### src/rtl/fifo_uart_pkg.sv
// Shared encodings and constants for the FIFO-to-UART drain.
// State values are fixed so debug dumps decode the same in either build.
package fifo_uart_pkg;

    typedef enum logic [2:0] {
        ST_IDLE   = 3'd0,
        ST_START  = 3'd1,
        ST_DATA   = 3'd2,
        ST_PARITY = 3'd3,
        ST_STOP   = 3'd4
    } state_t;

    localparam int DATA_BITS        = 8;
    localparam int BAUD_DIV_DEFAULT = 104;

endpackage

### src/rtl/baud_tick_gen.sv
// Bit-period timer: loads BAUD_DIV-1 on restart, counts down and holds at zero.
// tick is high at zero; tick_next flags the cycle before, for registered end-of-bit outputs.
module baud_tick_gen #(
    parameter int BAUD_DIV = 104
) (
    input  logic clk,
    input  logic rst,
    input  logic restart,
    output logic tick,
    output logic tick_next
);

    localparam int            CW   = (BAUD_DIV > 1) ? $clog2(BAUD_DIV) : 1;
    localparam logic [CW-1:0] LOAD = CW'(BAUD_DIV - 1);

    logic [CW-1:0] r_cnt;

    always_ff @(posedge clk or negedge rst) begin
        if (!rst) begin
            r_cnt <= '0;
        end else if (restart) begin
            r_cnt <= LOAD;
        end else if (r_cnt != '0) begin
            r_cnt <= r_cnt - CW'(1);
        end
    end

    assign tick      = (r_cnt == '0);
    assign tick_next = (r_cnt == CW'(1));

endmodule

### src/rtl/fifo_uart_drain.sv
// Pops one byte per frame from a FWFT FIFO and sends it as 8N1 UART; first start-bit cycle follows the capture edge.
// Back-pressure is by not popping; define FIFO_UART_DRAIN_PARITY_EN to add an even-parity bit (8E1).
module fifo_uart_drain
    import fifo_uart_pkg::*;
#(
    parameter int DATA_WIDTH = DATA_BITS,
    parameter int BAUD_DIV   = BAUD_DIV_DEFAULT
) (
    input  logic                  clk,
    input  logic                  rst,
    input  logic                  en,
    input  logic [DATA_WIDTH-1:0] rd_DATA,
    input  logic                  rd_empty,
    output logic                  rd_en,
    output logic                  tx,
    output logic                  busy,
    output logic                  tx_done
);

    state_t                r_state, w_state_nxt;
    logic [DATA_WIDTH-1:0] r_shreg, w_shreg_nxt;
    logic [2:0]            r_bit_idx, w_bit_idx_nxt;
    logic                  r_rd_en, w_rd_en_nxt;
    logic                  r_tx, w_tx_nxt;
    logic                  r_busy, w_busy_nxt;
    logic                  r_tx_done, w_tx_done_nxt;
    logic                  w_restart, w_tick, w_tick_next;
`ifdef FIFO_UART_DRAIN_PARITY_EN
    logic                  r_parity, w_parity_nxt;
`endif

    baud_tick_gen #(.BAUD_DIV(BAUD_DIV)) u_baud (
        .clk       (clk),
        .rst       (rst),
        .restart   (w_restart),
        .tick      (w_tick),
        .tick_next (w_tick_next)
    );

    always_ff @(posedge clk or negedge rst) begin
        if (!rst) begin
            r_state   <= ST_IDLE;
            r_shreg   <= '0;
            r_bit_idx <= '0;
            r_rd_en   <= 1'b0;
            r_tx      <= 1'b1;
            r_busy    <= 1'b0;
            r_tx_done <= 1'b0;
`ifdef FIFO_UART_DRAIN_PARITY_EN
            r_parity  <= 1'b0;
`endif
        end else begin
            r_state   <= w_state_nxt;
            r_shreg   <= w_shreg_nxt;
            r_bit_idx <= w_bit_idx_nxt;
            r_rd_en   <= w_rd_en_nxt;
            r_tx      <= w_tx_nxt;
            r_busy    <= w_busy_nxt;
            r_tx_done <= w_tx_done_nxt;
`ifdef FIFO_UART_DRAIN_PARITY_EN
            r_parity  <= w_parity_nxt;
`endif
        end
    end

    // Outputs are registered, so tx is computed for the state being entered.
    always_comb begin
        w_state_nxt   = r_state;
        w_shreg_nxt   = r_shreg;
        w_bit_idx_nxt = r_bit_idx;
        w_rd_en_nxt   = 1'b0;
        w_tx_nxt      = r_tx;
        w_busy_nxt    = r_busy;
        w_tx_done_nxt = 1'b0;
        w_restart     = 1'b0;
`ifdef FIFO_UART_DRAIN_PARITY_EN
        w_parity_nxt  = r_parity;
`endif
        case (r_state)
            ST_IDLE: begin
                w_tx_nxt   = 1'b1;
                w_busy_nxt = 1'b0;
                if (en && !rd_empty) begin
                    w_state_nxt = ST_START;
                    w_shreg_nxt = rd_DATA;
                    w_rd_en_nxt = 1'b1;
                    w_tx_nxt    = 1'b0;
                    w_busy_nxt  = 1'b1;
                    w_restart   = 1'b1;
`ifdef FIFO_UART_DRAIN_PARITY_EN
                    w_parity_nxt = ^rd_DATA;
`endif
                end
            end
            ST_START: begin
                if (w_tick) begin
                    w_state_nxt   = ST_DATA;
                    w_bit_idx_nxt = '0;
                    w_tx_nxt      = r_shreg[0];
                    w_restart     = 1'b1;
                end
            end
            ST_DATA: begin
                if (w_tick) begin
                    w_restart     = 1'b1;
                    w_shreg_nxt   = r_shreg >> 1;
                    w_bit_idx_nxt = r_bit_idx + 3'd1;
                    w_tx_nxt      = r_shreg[1];
                    if (r_bit_idx == 3'(DATA_BITS - 1)) begin
`ifdef FIFO_UART_DRAIN_PARITY_EN
                        w_state_nxt = ST_PARITY;
                        w_tx_nxt    = r_parity;
`else
                        w_state_nxt = ST_STOP;
                        w_tx_nxt    = 1'b1;
`endif
                    end
                end
            end
`ifdef FIFO_UART_DRAIN_PARITY_EN
            ST_PARITY: begin
                if (w_tick) begin
                    w_state_nxt = ST_STOP;
                    w_tx_nxt    = 1'b1;
                    w_restart   = 1'b1;
                end
            end
`endif
            ST_STOP: begin
                // Raised one cycle early so the registered pulse lands on the last stop cycle.
                w_tx_done_nxt = w_tick_next;
                if (w_tick) begin
                    w_state_nxt = ST_IDLE;
                    w_tx_nxt    = 1'b1;
                    w_busy_nxt  = 1'b0;
                end
            end
            default: begin
                w_state_nxt = ST_IDLE;
                w_tx_nxt    = 1'b1;
                w_busy_nxt  = 1'b0;
            end
        endcase
    end

    assign rd_en   = r_rd_en;
    assign tx      = r_tx;
    assign busy    = r_busy;
    assign tx_done = r_tx_done;

endmodule

### config.mk
export PLATFORM = sky130hd
export DESIGN_NAME = fifo_uart_drain
export DESIGN_NICKNAME = d
export VERILOG_FILES = /design/src/rtl/fifo_uart_pkg.sv /design/src/rtl/baud_tick_gen.sv /design/src/rtl/fifo_uart_drain.sv
export SDC_FILE = /design/constraint.sdc
export NUM_CORES = 1
export LEC_CHECK = 0
export ABC_CLOCK_PERIOD_IN_PS = 6800
export CAP_MARGIN = 20
export CORE_MARGIN = 3
export CORE_UTILIZATION = 34
export CTS_BUF_LIST = sky130_fd_sc_hd__clkbuf_4 sky130_fd_sc_hd__clkbuf_8
export DETAILED_ROUTE_END_ITERATION = 12
export REMOVE_ABC_BUFFERS = 1
export SLEW_MARGIN = 20
export SYNTH_ARGS = -nofsm -noshare
export SYNTH_HDL_FRONTEND = slang
export SYNTH_HIERARCHICAL = 1
export SYNTH_SLANG_ARGS = --single-unit
### constraint.sdc
create_clock -name clk -period 6.8 [get_ports clk]
set_input_delay 1.7 -clock clk [delete_from_list [all_inputs] [get_ports clk]]
set_output_delay 1.7 -clock clk [all_outputs]
set_load 0.03 [all_outputs]
==> results by group <==
Placement
  – IO buf count: 15
  – DP Worst Slack: 3247 ps
  – Dpl cell area: 1567 µm²
  – Post-Place Cells: 185
  – Detailed Place HPWL: 1.904 mm
  – Routability cong.: about 0.74

Power and ir drop
  – Leak: 0.6581 nW
  – Power per Cell Area: about 160 nW/µm²
  – Max rail drop VDD: 0.09826 mV
  – Design Power: 0.0002596 W

Clock tree
  – Number of post-CTS setup repair buffers: 0
  – CTS Buffer Depth: 2
  – Post-CTS Resized: 0
  – Clock root buffer: clkbuf_8
  – # clock sinks: 25
  – Clock transition at path regs: ~100 ps
  – H-tree depth: 1
  – CTS tree: done
  – Cts bufs inserted: 3
  – Clk Latency, worst-skew pair: approximately 270 ps
  – Hold_buf cts: 0

Yosys
  – Sequential fraction of the synthesis area: 45.50%
  – Library cells used by synthesis: 41
  – Post-synthesis cell area: 1378 µm²
  – Synthesis Warnings: 6
  – Syn Inst Count: roughly 130
  – #FFs+latches synth: 25
  – Synth Area per Inst: ~11 µm²

GRT
  – Largest net degree at the start of global routing: 26
  – Total gr overflow: 0
  – Number of global-route vias before repair: 1030
  – All-Layer GR Usage: roughly 11%
  – Initial antenna violation count: 0
  – First-pass GRT wire length: about 4.5 mm

Cells and area
  – Register Area: approximately 630 µm²
  – Area of the multi-input gates: roughly 690 µm²
  – N_diodes: 0
  – Layout net count: between 150 and 200
  – Filler cells: 362
  – Final instance area: 1617 µm²
  – Area growth syn-to-layout: 17.35%
  – Post-route non-filler standard cell count: 189
  – Share of cells above drive strength 1: 19.86%

Routing
  – WL/cell: ~14 µm
  – Vias: 969
  – # DRC: 0
  – Detailed Routing Iterations Pass 1: 4
  – Post-route ant nets: 0
  – DR iter-0 viols: 28
  – Vias/cell: between 5 and 6
  – WL final: 2.567 mm

Critical path
  – Critical R2R Launch: u_baud/r_cnt[0]
  – R2r setup slk: 4040 ps
  – Crit path from: en
  – Kind of critical path: in2reg
  – Startpoint types: input pin
  – Worst EP required: about 7000 ps
  – CP Max Fanout: 8
  – CP endpoint kind: register
  – WP data arrival: about 3400 ps

Timing
  – Slew Viols, Final: 0
  – Crit path time final: 3250 ps
  – Least-Margin Pin Slew: 591.5 ps
  – TNS Setup: 0 ps
  – Worst Skew: 7.297 ps
  – Worst Slack Setup Final: 3550 ps
  – Period utilization: 47.80%
  – Max-slew headroom: 60.57%
  – Final setup viols: 0
  – F_max: 307.7 MHz
  – Final hold vios: 0
  – Unrepaired setup endpoints after global routing: false

Floorplan
  – Die Width: 69.65 µm
  – Die Y: 69.65 µm
  – I/O pin cnt: 16
  – Core Box Area: roughly 3800 µm²
  – Site Rows: 22
  – Area of the die: between 4000 and 5000 µm²
  – Initial Util: 36.53%

Hold path
  – Type of the most critical hold path: reg2reg
  – Worst Hold Launch: r_shreg[4]

Job
  – Max-Cap Viols: 0

Run status
  – Outcome: finished clean
metrics by stage:
step                utilization (%)  hold slack (ps)
floorplan                         -            473.9
global placement              41.54            483.9
detailed placement            41.54            494.6
CTS                           42.87            518.3
global route                  42.87            536.3
finish                        42.87            512.2
critical path, cell delays in order:
cell and delay, ps:
clkdlybuf4s50_1 470, or3b_4 390, a211oi_4 470, mux2_2 390
flip-flops by register name, indices dropped and copies added (netlist names):
register / count
tx_done: 1
r_bit_idx: 3
r_state: 3
busy: 1
r_shreg: 8
tx: 1
u_baud/r_cnt: 7
rd_en: 1
area by class of cell:
type	instances	share of cell area, %
flip-flops and latches	25	38.78
clock inverters	1	0.5418
well taps	48	3.715
repair buffers	16	9.752
inverters	8	1.858
clock buffers	3	2.554
multi-input cells	88	42.80
report_power, final:
group	total (W)	internal (W)	leakage (nW)	switching, W
clock	0.0000920	0.0000428	0.0261	0.0000491
combinational	0.0000154	0.0000100	0.333	0.00000538
sequential	0.000152	0.000151	0.299	0.00000126
synthesized netlist by cell type (all sizes together):
library cell | instances | area share [%]
xor2 | 1 | 0.64
o31ai | 1 | 0.55
nor2b | 5 | 2.3
nor2 | 2 | 0.55
o2bb2ai | 4 | 2.5
nand2 | 8 | 2.2
or2 | 2 | 0.91
dfstp | 1 | 1.9
clkbuf | 1 | 0.27
mux2i | 1 | 0.73
a31oi | 3 | 1.4
a21o | 1 | 0.55
o211ai | 2 | 1.1
nor4b | 1 | 0.64
or4 | 2 | 1.1
nor3 | 1 | 0.36
nor3b | 4 | 2.5
inv | 8 | 2.2
mux2 | 15 | 12
ha | 5 | 4.5
o21ai | 5 | 1.8
nand2b | 2 | 0.91
a211oi | 1 | 1.5
o41ai | 1 | 0.64
o311ai | 2 | 1.3
buf | 4 | 1.8
nand3 | 3 | 1.1
a21oi | 4 | 1.5
and3 | 2 | 0.91
dfrtp | 24 | 44
a221o | 1 | 0.73
nor4 | 1 | 0.45
or3 | 4 | 2.2
or3b | 3 | 2.1
and2 | 1 | 0.45
worst paths after layout:
check / depth (start not counted) / endpoint
min in group asynchronous: 2 / r_bit_idx[0]
min reg2reg: 1 / r_shreg[4]
min: 1 / r_shreg[4]
max in group asynchronous: 2 / tx
max reg2reg: 7 / r_shreg[6]
max: 4 / r_shreg[6]
cells by family (layout without fill, tap and decap cells):
family                   count (synthesis)  after routing  synth area share (%)
adder cells (fa/ha/maj)                  5              5                 4.541
flip-flops                              25             25                 45.50
XOR/XNOR                                 1              1                0.6359
multiplexers                            16             16                 12.99
buffers and inverters                   13             28                 4.268
AND/OR/NAND/NOR                         41             41                 18.62
AO/OA/AOI/OAI                           25             25                 13.44
layout by cell type (no fill, tap or decap), types with 4 or more instances in the layout:
cell and count:
dfrtp_1 24, mux2_2 15, clkdlybuf4s50_1 15, inv_1 8, nand2_1 8, nor2b_1 5
o21ai_0 5, ha_1 5, a21oi_1 4, o2bb2ai_1 4
routing by layer:
metal / GRT usage, % / up-vias / part of all wire (%)
li1: - / 487 / -
met5: 0 / - / 0
met2: 20.02 / 10 / 51
met4: 2.553 / 0 / 0.66
met3: 2.174 / 2 / 2.0
met1: 13.87 / 470 / 47
Power figures use the tool's default switching activity.
